## src/rtl/pe_macc_seq.sv

```systemverilog
// Sequencing controller for one PE multiply-accumulate datapath: job intake, operand
// handshake, partial-sum feedback and result return. Define PE_MACC_SEQ_SAT_EN to clamp results.
module pe_macc_seq #(
    parameter int SIZEIN  = 16,
    parameter int SIZEOUT = 40,
    parameter int LEN_W   = 10
) (
    input  logic                      clk,
    input  logic                      rst_n,
    input  logic                      job_valid,
    output logic                      job_ready,
    input  logic [LEN_W-1:0]          job_len,
    input  logic                      job_use_ext,
    input  logic signed [SIZEIN-1:0]  job_ext_psum,
    input  logic                      op_valid,
    output logic                      op_ready,
    output logic                      res_valid,
    input  logic                      res_ready,
    output logic signed [SIZEOUT-1:0] res_data,
    output logic                      res_ovf,
    output logic                      busy,
    output logic                      macc_gate,
    output logic                      macc_exter,
    output logic                      macc_clear,
    output logic signed [SIZEOUT-1:0] macc_psum,
    input  logic signed [SIZEOUT-1:0] macc_accum
);

    typedef enum logic [2:0] {IDLE, LOAD, RUN, DRAIN, DONE} state_t;

    state_t                    state, state_nx;
    logic [LEN_W-1:0]          cnt;
    logic                      pv;
    logic                      first;
    logic                      beat;
    logic signed [SIZEOUT-1:0] psum_q;
    logic signed [SIZEOUT-1:0] fin_data;
    logic                      fin_ovf;

    // The seed travels straight to the datapath; this block only times its selection.
    logic unused_seed;
    assign unused_seed = ^job_ext_psum;

    always_comb begin
        state_nx   = state;
        job_ready  = 1'b0;
        op_ready   = 1'b0;
        macc_gate  = 1'b1;
        macc_exter = 1'b0;
        beat       = 1'b0;
        case (state)
            IDLE: begin
                job_ready = 1'b1;
                if (job_valid) begin
                    if (job_use_ext)
                        state_nx = LOAD;
                    else if (job_len != '0)
                        state_nx = RUN;
                    else
                        state_nx = DRAIN;
                end
            end
            LOAD: begin
                macc_exter = 1'b1;
                state_nx   = (cnt == '0) ? DRAIN : RUN;
            end
            RUN: begin
                op_ready  = (cnt != '0);
                beat      = op_valid && op_ready;
                macc_gate = !beat;
                if (beat && cnt == LEN_W'(1))
                    state_nx = DRAIN;
            end
            DRAIN: begin
                if (!pv)
                    state_nx = DONE;
            end
            DONE: begin
                if (res_ready)
                    state_nx = IDLE;
            end
            default: state_nx = IDLE;
        endcase
    end

    // First captured term clears adder input A so stale psum never leaks into a new job.
    assign macc_clear = !pv || first;
    assign macc_psum  = psum_q;
    assign busy       = (state != IDLE);
    assign res_valid  = (state == DONE);

`ifdef PE_MACC_SEQ_SAT_EN
    localparam logic signed [SIZEOUT-1:0] SAT_MAX = {{(SIZEOUT-SIZEIN+1){1'b0}}, {(SIZEIN-1){1'b1}}};
    localparam logic signed [SIZEOUT-1:0] SAT_MIN = {{(SIZEOUT-SIZEIN+1){1'b1}}, {(SIZEIN-1){1'b0}}};

    always_comb begin
        fin_data = first ? '0 : psum_q;
        fin_ovf  = 1'b0;
        if (fin_data > SAT_MAX) begin
            fin_data = SAT_MAX;
            fin_ovf  = 1'b1;
        end else if (fin_data < SAT_MIN) begin
            fin_data = SAT_MIN;
            fin_ovf  = 1'b1;
        end
    end
`else
    always_comb begin
        fin_data = first ? '0 : psum_q;
        fin_ovf  = 1'b0;
    end
`endif

    always_ff @(posedge clk or negedge rst_n) begin
        if (!rst_n) begin
            state    <= IDLE;
            psum_q   <= '0;
            pv       <= 1'b0;
            first    <= 1'b0;
            cnt      <= '0;
            res_data <= '0;
            res_ovf  <= 1'b0;
        end else begin
            state <= state_nx;
            pv    <= (state == LOAD) || beat;
            if (pv) begin
                psum_q <= macc_accum;
                first  <= 1'b0;
            end
            if (state == IDLE && job_valid) begin
                cnt   <= job_len;
                first <= 1'b1;
            end
            if (beat)
                cnt <= cnt - LEN_W'(1);
            // first still set here means nothing was captured: empty job yields zero.
            if (state == DRAIN && !pv) begin
                res_data <= fin_data;
                res_ovf  <= fin_ovf;
            end
        end
    end

endmodule
```

## config.mk

```make
export PLATFORM = sky130hd
export DESIGN_NAME = pe_macc_seq
export DESIGN_NICKNAME = d
export VERILOG_FILES = /design/src/rtl/pe_macc_seq.sv
export SDC_FILE = /design/constraint.sdc
export NUM_CORES = 1
export LEC_CHECK = 0
export ABC_AREA = 1
export BUFFER_PORTS_ARGS = -buffer_cell sky130_fd_sc_hd__clkbuf_2
export CAP_MARGIN = 20
export CORE_UTILIZATION = 50
export CTS_CLUSTER_DIAMETER = 100
export DETAILED_ROUTE_END_ITERATION = 8
export PLACE_DENSITY = 0.83
export SLEW_MARGIN = 20
export SYNTH_ARGS = -nofsm -noshare
export SYNTH_HDL_FRONTEND = slang
export SYNTH_SLANG_ARGS = --single-unit
```

## constraint.sdc

```tcl
create_clock -name clk -period 4.6 [get_ports clk]
set_input_delay 0.92 -clock clk [delete_from_list [all_inputs] [get_ports clk]]
set_output_delay 0.92 -clock clk [all_outputs]
set_load 0.005 [all_outputs]
```

# --- After elaboration in Yosys (flattened, before gate mapping) ---
# Index checks and enable logic that the tools add are counted.
totals:
  register_bits: 95
  in_bits: 72
  output_inout_bits: 88
  wordCells: 50
classes:
  addsub: 1
  n_eq_ne: 9
  mux: 18
  n_reduce_logical: 16
ops:
  columns: ["operator", "count"]
  rows:
  - ["$mux 40", 1]
  - ["$mux 10", 2]
  - ["$reduce_bool 10->1", 2]
  - ["$pmux 3 s5", 1]
  - ["$mux 3", 4]
  - ["$eq 10x1->1 const B", 1]
  - ["$logic_not 10->1", 1]
  - ["$sub 10x1->10 const B", 1]
  - ["$mux 1", 9]
  - ["$eq 3x2->1 const B", 2]
  - ["$ne 2x2->1 const B", 3]
  - ["$logic_and 1x1->1", 4]
  - ["$reduce_and 4->1", 1]
  - ["$reduce_bool 2->1", 2]
  - ["$eq 3x1->1 const B", 1]
  - ["$eq 3x3->1 const B", 1]
  - ["$logic_not 3->1", 1]
  - ["$reduce_bool 3->1", 1]
  - ["$logic_not 1->1", 2]
  - ["$logic_or 1x1->1", 2]
  - ["$mux 2", 1]
  - ["$ne 2x1->1 const B", 1]

# --- Longest topological paths before layout ---
# Gate-level depths: netlist of the first run.
logic_depth:
  word_depth: 5
  mapped_depth: 10
  ltp_nobuf: 10

# --- Least setup slack after synthesis of the first run ---
# Ideal clock, no wire load.
synth_timing:
  kind: "reg-to-output"
  start: "register cnt[0]"
  end: "output macc_gate"
  arrival_time_ps: 1138
  t_required_ps: 3680
  path_slack_ps: 2542
  stages_incl_launch_ff: 8
  path_buffers: 1
  path_cell_list: "dfrtp_1 inv_1 ha_1 nand2_2 nor2_4 nand2_2 nand3_2 buf_6"
synth_via:
  elab_chain_cells: 4
synth_lines:
  columns: ["element", "line_no", "text"]
  rows:
  - ["from (decl)", "32", "logic [LEN_W-1:0] cnt;"]
  - ["from (signal assigned)", "131", "cnt <= job_len;"]
  - ["from (signal assigned)", "135", "cnt <= cnt - LEN_W'(1);"]
  - ["$reduce_bool 10->1", "68", "op_ready = (cnt != '0);"]
  - ["$logic_and 1x1->1", "69", "beat = op_valid && op_ready;"]
  - ["$logic_not 1->1", "70", "macc_gate = !beat;"]
  - ["$mux 1", "51", "case (state)"]
  - ["to (decl)", "22", "output logic macc_gate,"]
# Every way passes these cells.

# --- Worst setup path in the final report of the first run ---
# Ends and elaborated chain as after synthesis.

==> results of run 1 <==
layer usage:
metal  up-vias  GRT usage  part of all wire
met3        11     0.0370             0.044
met1      1657      0.313              0.45
met2       105      0.383              0.49
met4         0     0.0914             0.014
li1       1698          -                 -
met5         -          0                 0
area by class of cell:
type / count / share of cell area
Clock buffer: 11 / 0.0269
Clock inverter: 5 / 0.00846
Tap cell: 99 / 0.0254
Timing Repair Buffer: 147 / 0.154
Sequential cell: 95 / 0.487
Multi-Input combinational cell: 313 / 0.279
Inverter: 26 / 0.0200
layout by cell type (no fill, tap or decap), drive strengths merged, types with 2 or more instances in the layout:
master | netlist | layout
a21oi | 3 | 3
buf | 3 | 6
clkbuf | 16 | 152
clkinvlp | 0 | 2
dfrtp | 95 | 95
ha | 2 | 2
inv | 26 | 28
nand2 | 208 | 208
nand3 | 14 | 14
nor2 | 19 | 19
o211ai | 3 | 3
o21ai | 52 | 52
or2 | 2 | 2
xor2 | 3 | 3
power breakdown:
part / internal [mW] / total (mW) / switching (mW) / leakage (nW)
clock network: 0.202 / 0.487 / 0.285 / 0.0805
registers: 1.20 / 1.45 / 0.242 / 1.19
logic: 0.515 / 1.30 / 0.790 / 1.48
total: 1.92 / 3.24 / 1.32 / 2.76
worst min-delay path: cells and delay by family (launching register included):
kind             cells  cell delay (ps)
DFF                  1              350
and+or+nand+nor      2              110
kinds of logic after synthesis:
group,after synthesis,synth area share
other,1,0.000957
AO/OA/AOI/OAI,59,0.0779
XOR/XNOR,4,0.00894
AND/OR/NAND/NOR,247,0.253
adder cells (fa/ha/maj),2,0.00638
buffers and inverters,45,0.0463
flip-flops,95,0.607
sequential cells by signal, indices dropped and copies added, names as in the netlist:
register / cells
pv: 1
macc_psum: 40
cnt: 10
first: 1
res_data: 40
state: 3
worst paths after layout:
| check | endpoint | depth (start not counted) |
|---|---|---|
| worst max-delay path | macc_gate | 7 |
| worst min-delay path | cnt[1] | 2 |
| worst max register to register | res_data[15] | 5 |
| worst min register to register | cnt[1] | 2 |
| max in group asynchronous | pv | 2 |
| min in group asynchronous | macc_psum[28] | 1 |
per-stage QoR:
step	setup WS [ps]	total power, mW	instance area, sq um	hold slack, ps
floorplan	2540	2.18	3920	452
CTS	1950	3.27	4880	495
finish	1940	3.24	4880	491
global placement	2260	2.72	4710	467
detailed placement	2250	2.79	4710	474
global route	1810	3.52	4880	516
==> results.yml, run 1 <==
detailed_routing:
  wirelength_microns: 9120
  route.detailed.drc: 0
  via_per_inst: 4.99
  first_iter_violations: 140
  drtPass1Iterations: 6
  vias: 3471
  routedWlPerCell_microns: 13.1
  ant_nets: 0
synthesis:
  synth_edf_count: 0
  ys.flop_type: "dfrtp_1"
  synth_commonest_cells: "nand2_1 (205), dfrtp_1 (95), o21ai_0 (52)"
  synth-seq-area-share: 0.607
  synth_warnings: 0
  syn_avg_cell_area_sq_um: 8.65
  synth.most_common_cell: "nand2_1"
  syn-cell-area_sq_mm: 0.00392
  synthesis.nets: 527
  synth_cells: 453
  synth_seq_cells: 95
  async_flop_share: 1.00
  synth_top_area_share: 0.607
  synth.distinct_cells: 27
  synth_area_leaders: "dfrtp_1 (61%), nand2_1 (20%), o21ai_0 (6.6%)"
  synth_top_cell_by_area: "dfrtp_1"
clocking:
  cts-root-buf: "clkbuf_8"
  cts.sinks: 95
  clock_path_buffers: 2
  cts_hold_buf: 0
  post_cts_buffers: 0
  clk_latency_ps: 330
  clk_pin_slew_worst_paths_ps: 80
  cts_tree: "built"
  numCtsBuffers: 9
  cts_resized: 0
  h-tree-depth: 3
final_layout:
  finish.utilization: 0.659
  instances_no_fill: 696
  syn2layout_area_growth_pct: 24.6
  finalNetCount: 666
  regArea_sq_mm: 0.00238
  drive_gt1_frac: 0.285
  multiInputGateArea_sq_mm: 0.00136
  insertedDiodeCount: 0
  fillers: 638
sta:
  setup_violations: 0
  max_freq_mhz: 376
  worst_slew_pin_slew_ps: 724
  hold_viol: 0
  period_share: 0.577
  rsz0062_at_grt: "false"
  period_needed_ps: 2660
  setup_tns_ps: 0
  drv_slew: 0
  relSlewSlack: 0.518
  clock_skew_ps: 13.2
place:
  gp_congestion: 0.870
  dp_hpwl_microns: 6600
  place_inst: 680
  io_buffers: 142
worst_setup_path:
  crit_chain: "inv_1 -> ha_1 -> nand2_2 -> nor2_4 -> nand2_2 -> nand3_2 -> clkbuf_2"
  cp_common_cell: "nand2_2"
  crit_start: "cnt[0]"
  crit_arrival_ps: 1740
  endpoint_kind: "primary output"
  critPathLaunchType: "flip-flop"
  crit_fanout: 12
  critPathTopFamily: "simple AND/OR/NAND/NOR gates"
  critPathBufInv: 2
  slowest_delay_ps: 390
  critPathSlowestCell: "dfrtp_1"
  critPathKind: "flip-flop to primary output"
  reg2reg_from: "pv"
  r2r_setup_slack_ps: 2620
  required_ps: 3680
floorplan:
  die_h_microns: 90.5
  core-area_sq_mm: 0.00741
  num_rows: 31
  initial_core_util: 0.529
  die-area_sq_mm: 0.00820
  io_pins: 160
  die_x_microns: 90.5
worst_hold_path:
  hold_path.class: "flip-flop to flip-flop"
  hp-start: "cnt[1]"
status:
  status: "finished clean"
grt:
  antenna_found_initial: 0
  grt_max_degree: 60
  grt_pass1_wl_microns: 15400
  overflow: 0
  grt_usage: 0.234
  grt_pass1_vias: 3404
power:
  p_leak_nw: 2.76
  ir_drop_v: 0.000299
  power_density_mw_per_mm2: 663
run:
  drv_cap: 0
(Power assumes the default switching activity.)
==> run 2, diff against run 1 <==
- CORE_UTILIZATION: 50 -> 48
- PLACE_DENSITY: 0.83 -> 0.81
- clock period: 4.6 -> 2.7 ns (I/O delays scaled with it)
==> results.yml, run 2 (same netlist as run 1, synthesis figures left out) <==
clocking:
  cts-root-buf: "clkbuf_8"
  post_cts_buffers: 0
  cts_resized: 0
  cts_hold_buf: 0
  cts_tree: "built"
  cts.sinks: 95
  clk_latency_ps: 340
  clk_pin_slew_worst_paths_ps: 90
  numCtsBuffers: 9
  clock_path_buffers: 2
  h-tree-depth: 3
detailed_routing:
  via_per_inst: 4.91
  vias: 3433
  route.detailed.drc: 0
  ant_nets: 0
  wirelength_microns: 9290
  routedWlPerCell_microns: 13.3
  first_iter_violations: 126
  drtPass1Iterations: 4
grt:
  grt_pass1_vias: 3414
  grt_usage: 0.228
  antenna_found_initial: 0
  grt_pass1_wl_microns: 15300
  overflow: 0
  grt_max_degree: 50
worst_setup_path:
  endpoint_kind: "primary output"
  critPathKind: "flip-flop to primary output"
  crit_arrival_ps: 1760
  critPathLaunchType: "flip-flop"
  required_ps: 2160
  crit_fanout: 12
  reg2reg_depth: 8
power:
  p_total_mw: 5.57
  power_density_mw_per_mm2: 1130
  p_leak_nw: 2.77
  ir_drop_v: 0.000508
final_layout:
  mostFrequentLayoutCells: "nand2_1 (205), clkbuf_2 (141), dfrtp_1 (95)"
  finalNetCount: 666
  syn2layout_area_growth_pct: 25.3
  fillers: 685
  drive_gt1_frac: 0.286
  regArea_sq_mm: 0.00238
  multiInputGateArea_sq_mm: 0.00136
  fin_area_sq_mm: 0.00491
  insertedDiodeCount: 0
  final_common_cell: "nand2_1"
place:
  io_buffers: 142
  dp_hpwl_microns: 6630
  place_area_sq_mm: 0.00473
  gp_congestion: 0.880
sta:
  period_needed_ps: 2300
  clock_skew_ps: 9.44
  hold_viol: 0
  setup_violations: 0
  rsz0062_at_grt: "false"
  worst_slew_pin_slew_ps: 605
  relSlewSlack: 0.597
  max_freq_mhz: 435
  drv_slew: 0
  setup_tns_ps: 0
  period_share: 0.852
floorplan:
  core-area_sq_mm: 0.00781
  die_x_microns: 92.4
  io_pins: 160
  initial_core_util: 0.502
  die-area_sq_mm: 0.00853
  die_h_microns: 92.4
  num_rows: 32
run:
  drv_cap: 0
status:
  status: "finished clean"
worst_hold_path:
  hold_path.class: "primary input to asynchronous set/reset pin"
[run 2: cell types whose count changed in the layout (fill, tap and decap cells not counted), sizes merged]
| cell | change |
|---|---|
| clkinv | +2 |
| inv | -1 |
| clkinvlp | -1 |
[run 2: critical path, stage by stage, from the launching register on]
cell      delay (ps)
dfrtp_1          390
inv_1            120
ha_1             240
nand2_2          110
nor2_4           140
nand2_2           60
nand3_2          200
clkbuf_2         160
[run 2: final timing paths]
| path | from | end | slack (ps) |
|---|---|---|---|
| min | rst_n | cnt[9] | 190 |
| min in group clk | macc_accum[16] | macc_psum[16] | 390 |
| max | cnt[0] | macc_gate | 400 |
| max reg2reg | cnt[0] | pv | 870 |
| max in group asynchronous | rst_n | res_data[25] | 1840 |
| min reg2reg | res_data[13] | res_data[13] | 490 |
[run 2: layout make-up]
cell class                 count  area share
clock buffer                  11      0.0288
timing repair buffer         147       0.155
multi-input combinational    313       0.277
tap                          102      0.0260
sequential                    95       0.484
clock inverter                 5     0.00866
inverter                      26      0.0199
[run 2: layer usage]
| metal | wire [microns] | vias up | global-route usage | share of wire |
|---|---|---|---|---|
| li1 | - | 1696 | - | - |
| met2 | 4750 | 108 | 0.395 | 0.51 |
| met5 | 0 | - | 0 | 0 |
| met3 | 403 | 12 | 0.0328 | 0.043 |
| met1 | 3980 | 1617 | 0.287 | 0.43 |
| met4 | 150 | 0 | 0.0924 | 0.016 |
[run 2: per-stage QoR]
stage	instances	hold WS [ps]	setup slack, ps	utilization
after floorplan	453	244	1020	-
after global placement	683	466	831	0.605
after detailed placement	683	473	806	0.605
after CTS	699	211	413	0.629
after global routing	699	227	286	0.629
final	699	194	401	0.629
[run 2: where the power goes]
group          internal, mW  switching (mW)  total [mW]
Combinational         0.880            1.39        2.27
Sequential             2.05           0.391        2.45
Clock                 0.369           0.485       0.854
